File: src/rtl/port_response_reorder.sv
// Per-port in-order response collector: allocates request tags, captures
// out-of-order bank read data and releases responses in issue order.
module port_response_reorder #(
  parameter int unsigned NUM_BANKS = 4,
  parameter int unsigned DATA_W    = 16,
  parameter int unsigned TAG_W     = 2
) (
  input  logic                          clk,
  input  logic                          reset,
  input  logic                          issue_valid,
  input  logic                          issue_wen,
  output logic                          issue_ready,
  output logic [TAG_W-1:0]              issue_tag,
  input  logic [NUM_BANKS-1:0]          bank_valid,
  input  logic [NUM_BANKS*TAG_W-1:0]    bank_tag,
  input  logic [NUM_BANKS*DATA_W-1:0]   bank_data,
  output logic                          resp_valid,
  input  logic                          resp_ready,
  output logic [TAG_W-1:0]              resp_tag,
  output logic [DATA_W-1:0]             resp_data,
  output logic                          resp_wen,
  output logic [TAG_W:0]                outstanding,
  output logic                          err_sticky,
  input  logic                          err_clear
);

  localparam int unsigned DEPTH  = 1 << TAG_W;
  localparam int unsigned PTR_W  = TAG_W + 1;
  localparam int unsigned BANK_W = (NUM_BANKS > 1) ? $clog2(NUM_BANKS) : 1;

  logic [PTR_W-1:0]  head;
  logic [PTR_W-1:0]  tail;
  logic [DEPTH-1:0]  alloc;
  logic [DEPTH-1:0]  done;
  logic [DEPTH-1:0]  wen;
  logic [DATA_W-1:0] data [DEPTH];

  logic [TAG_W-1:0]  head_idx;
  logic [TAG_W-1:0]  tail_idx;
  logic              issue_fire;
  logic              retire_fire;

  logic [DEPTH-1:0]  cap_en;
  logic [DATA_W-1:0] cap_data [DEPTH];
  logic [DEPTH-1:0]  claimed;
  logic [TAG_W-1:0]  tag_b;
  logic              cap_err;

  assign head_idx    = head[TAG_W-1:0];
  assign tail_idx    = tail[TAG_W-1:0];
  assign outstanding = tail - head;
  assign issue_ready = (outstanding != PTR_W'(DEPTH));
  assign issue_tag   = tail_idx;
  assign issue_fire  = issue_valid & issue_ready;

  // Head-of-line release; idle outputs are forced to zero
  assign resp_valid  = alloc[head_idx] & done[head_idx];
  assign resp_tag    = head_idx;
  assign resp_data   = resp_valid ? data[head_idx] : '0;
  assign resp_wen    = resp_valid & wen[head_idx];
  assign retire_fire = resp_valid & resp_ready;

  // Merge bank responses; lowest bank wins a duplicate tag, the rest are errors
  always_comb begin
    cap_en  = '0;
    claimed = '0;
    cap_err = 1'b0;
    tag_b   = '0;
    for (int unsigned i = 0; i < DEPTH; i++) begin
      cap_data[TAG_W'(i)] = '0;
    end
    for (int unsigned b = 0; b < NUM_BANKS; b++) begin
      if (bank_valid[BANK_W'(b)]) begin
        tag_b = bank_tag[b*TAG_W +: TAG_W];
        if (claimed[tag_b]) begin
          cap_err = 1'b1;
        end else begin
          claimed[tag_b] = 1'b1;
          if (alloc[tag_b] & ~done[tag_b] & ~wen[tag_b]) begin
            cap_en[tag_b]   = 1'b1;
            cap_data[tag_b] = bank_data[b*DATA_W +: DATA_W];
          end else begin
            cap_err = 1'b1;
          end
        end
      end
    end
  end

  // Capture, retire and issue touch distinct entries, so all apply together
  always_ff @(posedge clk) begin
    if (reset) begin
      head       <= '0;
      tail       <= '0;
      alloc      <= '0;
      done       <= '0;
      wen        <= '0;
      err_sticky <= 1'b0;
      for (int unsigned i = 0; i < DEPTH; i++) begin
        data[TAG_W'(i)] <= '0;
      end
    end else begin
      for (int unsigned i = 0; i < DEPTH; i++) begin
        if (cap_en[TAG_W'(i)]) begin
          done[TAG_W'(i)] <= 1'b1;
          data[TAG_W'(i)] <= cap_data[TAG_W'(i)];
        end
      end
      if (retire_fire) begin
        alloc[head_idx] <= 1'b0;
        done[head_idx]  <= 1'b0;
        head            <= head + PTR_W'(1);
      end
      if (issue_fire) begin
        alloc[tail_idx] <= 1'b1;
        wen[tail_idx]   <= issue_wen;
        done[tail_idx]  <= issue_wen;
        data[tail_idx]  <= '0;
        tail            <= tail + PTR_W'(1);
      end
      err_sticky <= cap_err | (err_sticky & ~err_clear);
    end
  end

endmodule

File: config.mk
export PLATFORM = sky130hd
export DESIGN_NAME = port_response_reorder
export DESIGN_NICKNAME = d
export VERILOG_FILES = /design/src/rtl/port_response_reorder.sv
export SDC_FILE = /design/constraint.sdc
export NUM_CORES = 1
export LEC_CHECK = 0
export CELL_PAD_IN_SITES_DETAIL_PLACEMENT = 0
export CELL_PAD_IN_SITES_GLOBAL_PLACEMENT = 1
export CORE_MARGIN = 2
export CORE_UTILIZATION = 35
export DETAILED_ROUTE_END_ITERATION = 6
export GPL_TIMING_DRIVEN = 0
export PLACE_DENSITY_LB_ADDON = 0.1
export SETUP_SLACK_MARGIN = 0.4
export SKIP_LAST_GASP = 1
export SLEW_MARGIN = 20
export SYNTH_ARGS = -nofsm -noshare
export SYNTH_HDL_FRONTEND = slang
export SYNTH_SLANG_ARGS = --single-unit
File: constraint.sdc
create_clock -name clk -period 7.95 [get_ports clk]
set_input_delay 1.59 -clock clk [delete_from_list [all_inputs] [get_ports clk]]
set_output_delay 1.59 -clock clk [all_outputs]
set_load 0.03 [all_outputs]
After elaboration in Yosys (flattened, before gate mapping)
Memories as Yosys holds them, arrays and structs flattened. A register that Yosys moved wholly into a read port is not among the register bits.
Cells that the tools add are included.
{ "totals": {"regBits": 19, "mem_bits_rw": 64, "inputBits": 82, "output_inout_bits": 27, "word_cells": 225, "memories": 1} }
{ "mem_list": {"columns": ["name", "depth", "width", "read_ports", "rd_clocked_by_memory_dff", "wr", "line_no", "text"], "rows": [
  ["data", 4, 16, 1, 1, 5, "36", "logic [DATA_W-1:0] data [DEPTH];"]
]} }
{ "op_classes": {"n_addsub": 3, "magnitude_cmp": 20, "n_eq_ne": 1, "muxes": 143, "bitwise": 41, "reduce_logical": 10} }
{ "ops": {"columns": ["cell", "count"], "rows": [
  ["2-to-1 mux 64 bit", 12],
  ["bitwise mux 64 bit", 3],
  ["2-to-1 mux 16 bit", 9],
  ["demux 16 bit (select 2 bit)", 4],
  ["2-to-1 mux 4 bit", 24],
  ["bitwise AND 64 bit", 1],
  ["2-to-1 mux 1 bit", 62],
  ["binary-select mux 1 bit (select 2 bit)", 19],
  ["bitwise OR 4 bit", 6],
  ["< comparator 2 x 3 -> 1 bit (second input constant)", 6],
  ["bitwise AND 1 bit", 13],
  ["demux 1 bit (select 2 bit)", 6],
  [">= comparator 2 x 1 -> 1 bit (second input constant)", 6],
  [">= comparator 3 bit (second input constant)", 4],
  ["< comparator 3 x 1 -> 1 bit (second input constant)", 4],
  ["inverter 2 -> 3 bit", 4],
  ["logical AND 1 bit", 10],
  ["inverter 1 bit", 9],
  ["bitwise AND 4 bit", 2],
  ["bitwise mux 4 bit", 2],
  ["adder 3 x 1 -> 3 bit (second input constant)", 2],
  ["bitwise OR 1 bit", 5],
  ["2-to-1 mux 2 bit", 2],
  ["inverter 4 bit", 1],
  ["other kinds (2)", 2]
]} }

Logic depth before layout (Yosys ltp)
{ "logic_depth": {"depth_word": 27, "depth_mapped": 10} }

Worst setup path after synthesis
Ideal clock, no wire load.
{ "synth_path": {"path_type": "register to output", "start": "reg with a tool-made name", "end": "out resp_data[10]", "arrival_ps": 1999, "required_time_ps": 6360, "path_slack_ps": 4361, "path_stages_with_launch": 5, "path_cell_list": "dfxtp_1 -> clkbuf_1 -> buf_1 -> mux4_2 -> nor2b_1"} }
{ "synth_lines": {"columns": ["item", "line_no", "text"], "rows": [
  ["to (decl)", "20", "output logic [DATA_W-1:0] resp_data,"]
]} }

==> results.md <==
* Outcome: finished, violations left
* Failing checks: DRC
* Yosys cell types at 61
* Leak at 2.400 nW
* Min-Delay Path Class: flip-flop to flip-flop
* Synthesis Warnings at 0
* Starting Density at 0.3542
* Vias/cell at 6.218
* Switching Share at 0.2779
* Diode count at 0
* R2r setup slk at 4.27 ns
* Total power at 0.001130 W
* Initial antenna violation count at 0
* Hold wc startpoint: data[2][7]$_SDFFE_PP0P_
* Clock slew seen by the registers of the worst setup and hold paths at 0.06 ns
* PortBufs at 103
* Final wirelength at 22520 um
* Sequential area share after synthesis at 0.3069
* Synth-to-Final Area Change at 29.40%
* Worst endpoint required time at 6.36 ns
* Largest net degree at the start of global routing at 14
* Root buf cell: clkbuf_16
* Vias in the first global route at 5770
* CTS tree: built
* Clock power share at 0.412
* Fraction of layout cells with a size suffix above 1 at 0.09066
* Hold EP: data[2][7]$_SDFFE_PP0P_
* Top cell type by total area after synthesis: dfxtp_1
* DRT Pass-1 Iters at 7
* Setup TNS at 0 ns
* Register Area at 1702 sq um
* Multi-input logic area at 3487 sq um
* Synthesized area at 5545 sq um
* CP startpoint kind: flip-flop
* Final max-slew violation count at 0
* Cts hold-fix bufs at 0
* H-tree depth at 3
* Flops & latches, synth at 85
* Initial DRC Count at 965
* Clock Path Buffers at 2
* Max-cap viol count at 0
* CP cell instances: clkbuf_1, buf_1, mux4_2, nor2b_1, clkdlybuf4s50_1
* Power Internal at 0.0008159 W
* DR WL/cell at 23.85 um
* R2r startpoint: tail[0]$_SDFFE_PP0P_
* Synth top area cells: dfxtp_1 31%, a222oi_1 8.7%, mux4_2 7.7%
* Peak supply drop at 0.0001159 V
* Worst hold stages at 1
* Post-layout util at 0.4584
* Reg2reg end: data[3][4]$_SDFFE_PP0P_
* I/O pin count at 109
* Slowest-stage cell, CP: buf_1
* Slew headroom at 0.3475
* Die Span Y at 129.9 um
* Arrival time worst endpoint at 3.46 ns
* Clock skew at 0.008815 ns
* Post-CTS Setup Bufs at 0
* Residual DRC at 1
* Die width at 129.9 um
* Sink Count at 85
* Global-route wire length before repair at 33820 um
* Worst-Skew Late Latency at 0.35 ns
* Final ANT Viol Nets at 0
* Final setup violation count at 0
* Placed wire-length estimate at 15930 um
* Top_reg_cell synth: dfxtp_1
* Switch Pwr at 0.0003141 W
* Async SR Flop Fraction at 0
* Worst Path Class, Setup: flip-flop to output pin
* Top-count cell post-synth: dfxtp_1
* Most instantiated cells after synthesis: 85 x dfxtp_1, 48 x a222oi_1, 42 x nand2_1
* Core box area at 15660 sq um
* Min cycle time layout at 5.047 ns
* DIE AREA at 16870 sq um
* CP peak stage delay at 0.79 ns
* Top cell type's share of synthesized area at 0.3069
* # nets final at 816
* Final hold violations at 0
* CP max FO at 10
* EDFF count, synth at 0
* Fmax achieved at 0.1982 GHz
* Number of CTS-inserted buffers at 9
* Resized Gates After CTS at 0
* R2r worst-path depth at 9
* Mean Syn Cell Area at 9.091 sq um
* Worst Max-Slew Pin Slew at 0.9712 ns
* Seq pwr share at 0.399
* GP Congestion at 0.9022
* DR vias at 5870
* Combinational Power Share at 0.188
* PD cells at 157.5 nW/um^2
* Critical Path Sink Type: output pin
* RSZ-0062 raised after global routing: false
* Fill cells at 1576
* Remaining global-route overflow at 0
* Total track usage at 0.2667
* Final period util at 0.6348
* Net Count, Synth at 702
* Cell count after synthesis at 610
* Core Rows at 46
==> critical path, delay by kind of cell (launching register included) <==
kind	cells	cell delay [ns]
buffers and inverters	3	2.02
muxes	1	0.60
DFF	1	0.31
and+or+nand+nor	1	0.18
==> kinds of logic (layout without fill, tap and decap cells) <==
family,count (synthesis),count (layout),synth area share
DFF,85,85,0.3069
xor gates and xnor gates,10,10,0.02189
muxes,25,25,0.08845
AOI/OAI and AO/OA,234,234,0.3396
buffers and inverters,85,203,0.06679
and+or+nand+nor,161,161,0.1525
adders and majority gates,10,10,0.02392
==> worst max path at each step <==
stage	slack [ns]	end	startpoint
5_1_grt	2.69	resp_data[8]	flip-flop
3_5_place_dp	3.17	resp_data[6]	flip-flop
6_report	2.90	resp_data[6]	flip-flop
3_3_place_gp	3.06	data[3][5]$_SDFFE_PP0P_	bank_tag[3]
4_1_cts	2.78	resp_data[6]	flip-flop
2_1_floorplan	4.36	resp_data[10]	flip-flop
==> layout make-up <==
cell class | instances | share of cell area
Sequential cell | 85 | 0.2371
Inverter | 31 | 0.01622
Multi-Input combinational cell | 440 | 0.4860
Timing Repair Buffer | 103 | 0.1437
Tap cell | 216 | 0.03766
Clock buffer | 12 | 0.03435
Clock inverter | 3 | 0.009590
Buffer | 54 | 0.03540
==> per-layer routing <==
metal / up-vias / share of wire / global-route usage
met2: 372 / 0.45 / 0.4207
met5: - / 0 / 0
li1: 2633 / - / -
met4: 0 / 0.028 / 0.1012
met3: 49 / 0.093 / 0.04141
met1: 2816 / 0.43 / 0.3685
==> power groups by stage <==
stage / sequential [W] / clock (W) / combinational, W
floorplan: 0.000457 / 0 / 0.000108
global placement: 0.000460 / 0 / 0.000207
detailed placement: 0.000460 / 0 / 0.000208
CTS: 0.000451 / 0.000473 / 0.000210
global route: 0.000452 / 0.000488 / 0.000228
finish: 0.000451 / 0.000466 / 0.000213
==> state kept, by name (all words and copies together) (netlist names), named ones only <==
name	flops
data	64
alloc	4
done	4
wen	4
head	3
tail	3
err_sticky	1
==> through the flow <==
stage | cells | hold slack [ns] | instance area, sq um | worst slack [ns]
2_1_floorplan | 610 | 0.4496 | 5545 | 4.361
3_3_place_gp | 929 | 0.4657 | 6847 | 3.057
3_5_place_dp | 929 | 0.4647 | 6855 | 3.169
4_1_cts | 944 | 0.4858 | 7171 | 2.785
5_1_grt | 944 | 0.5049 | 7176 | 2.687
6_report | 944 | 0.4884 | 7176 | 2.903
==> cell usage in the layout, fill, tap and decap left out, drive strengths merged, types with 19 or more instances in the layout <==
master / Yosys / routed
a21oi: 35 / 35
a222oi: 48 / 48
buf: 22 / 22
clkbuf: 32 / 44
clkdlybuf4s50: 0 / 103
dfxtp: 85 / 85
inv: 31 / 32
mux4: 19 / 19
nand2: 42 / 42
nor2: 42 / 42
nor2b: 22 / 22
o21ai: 38 / 38
o2bb2ai: 29 / 29
Note: power is estimated with default switching activity, not from simulation.
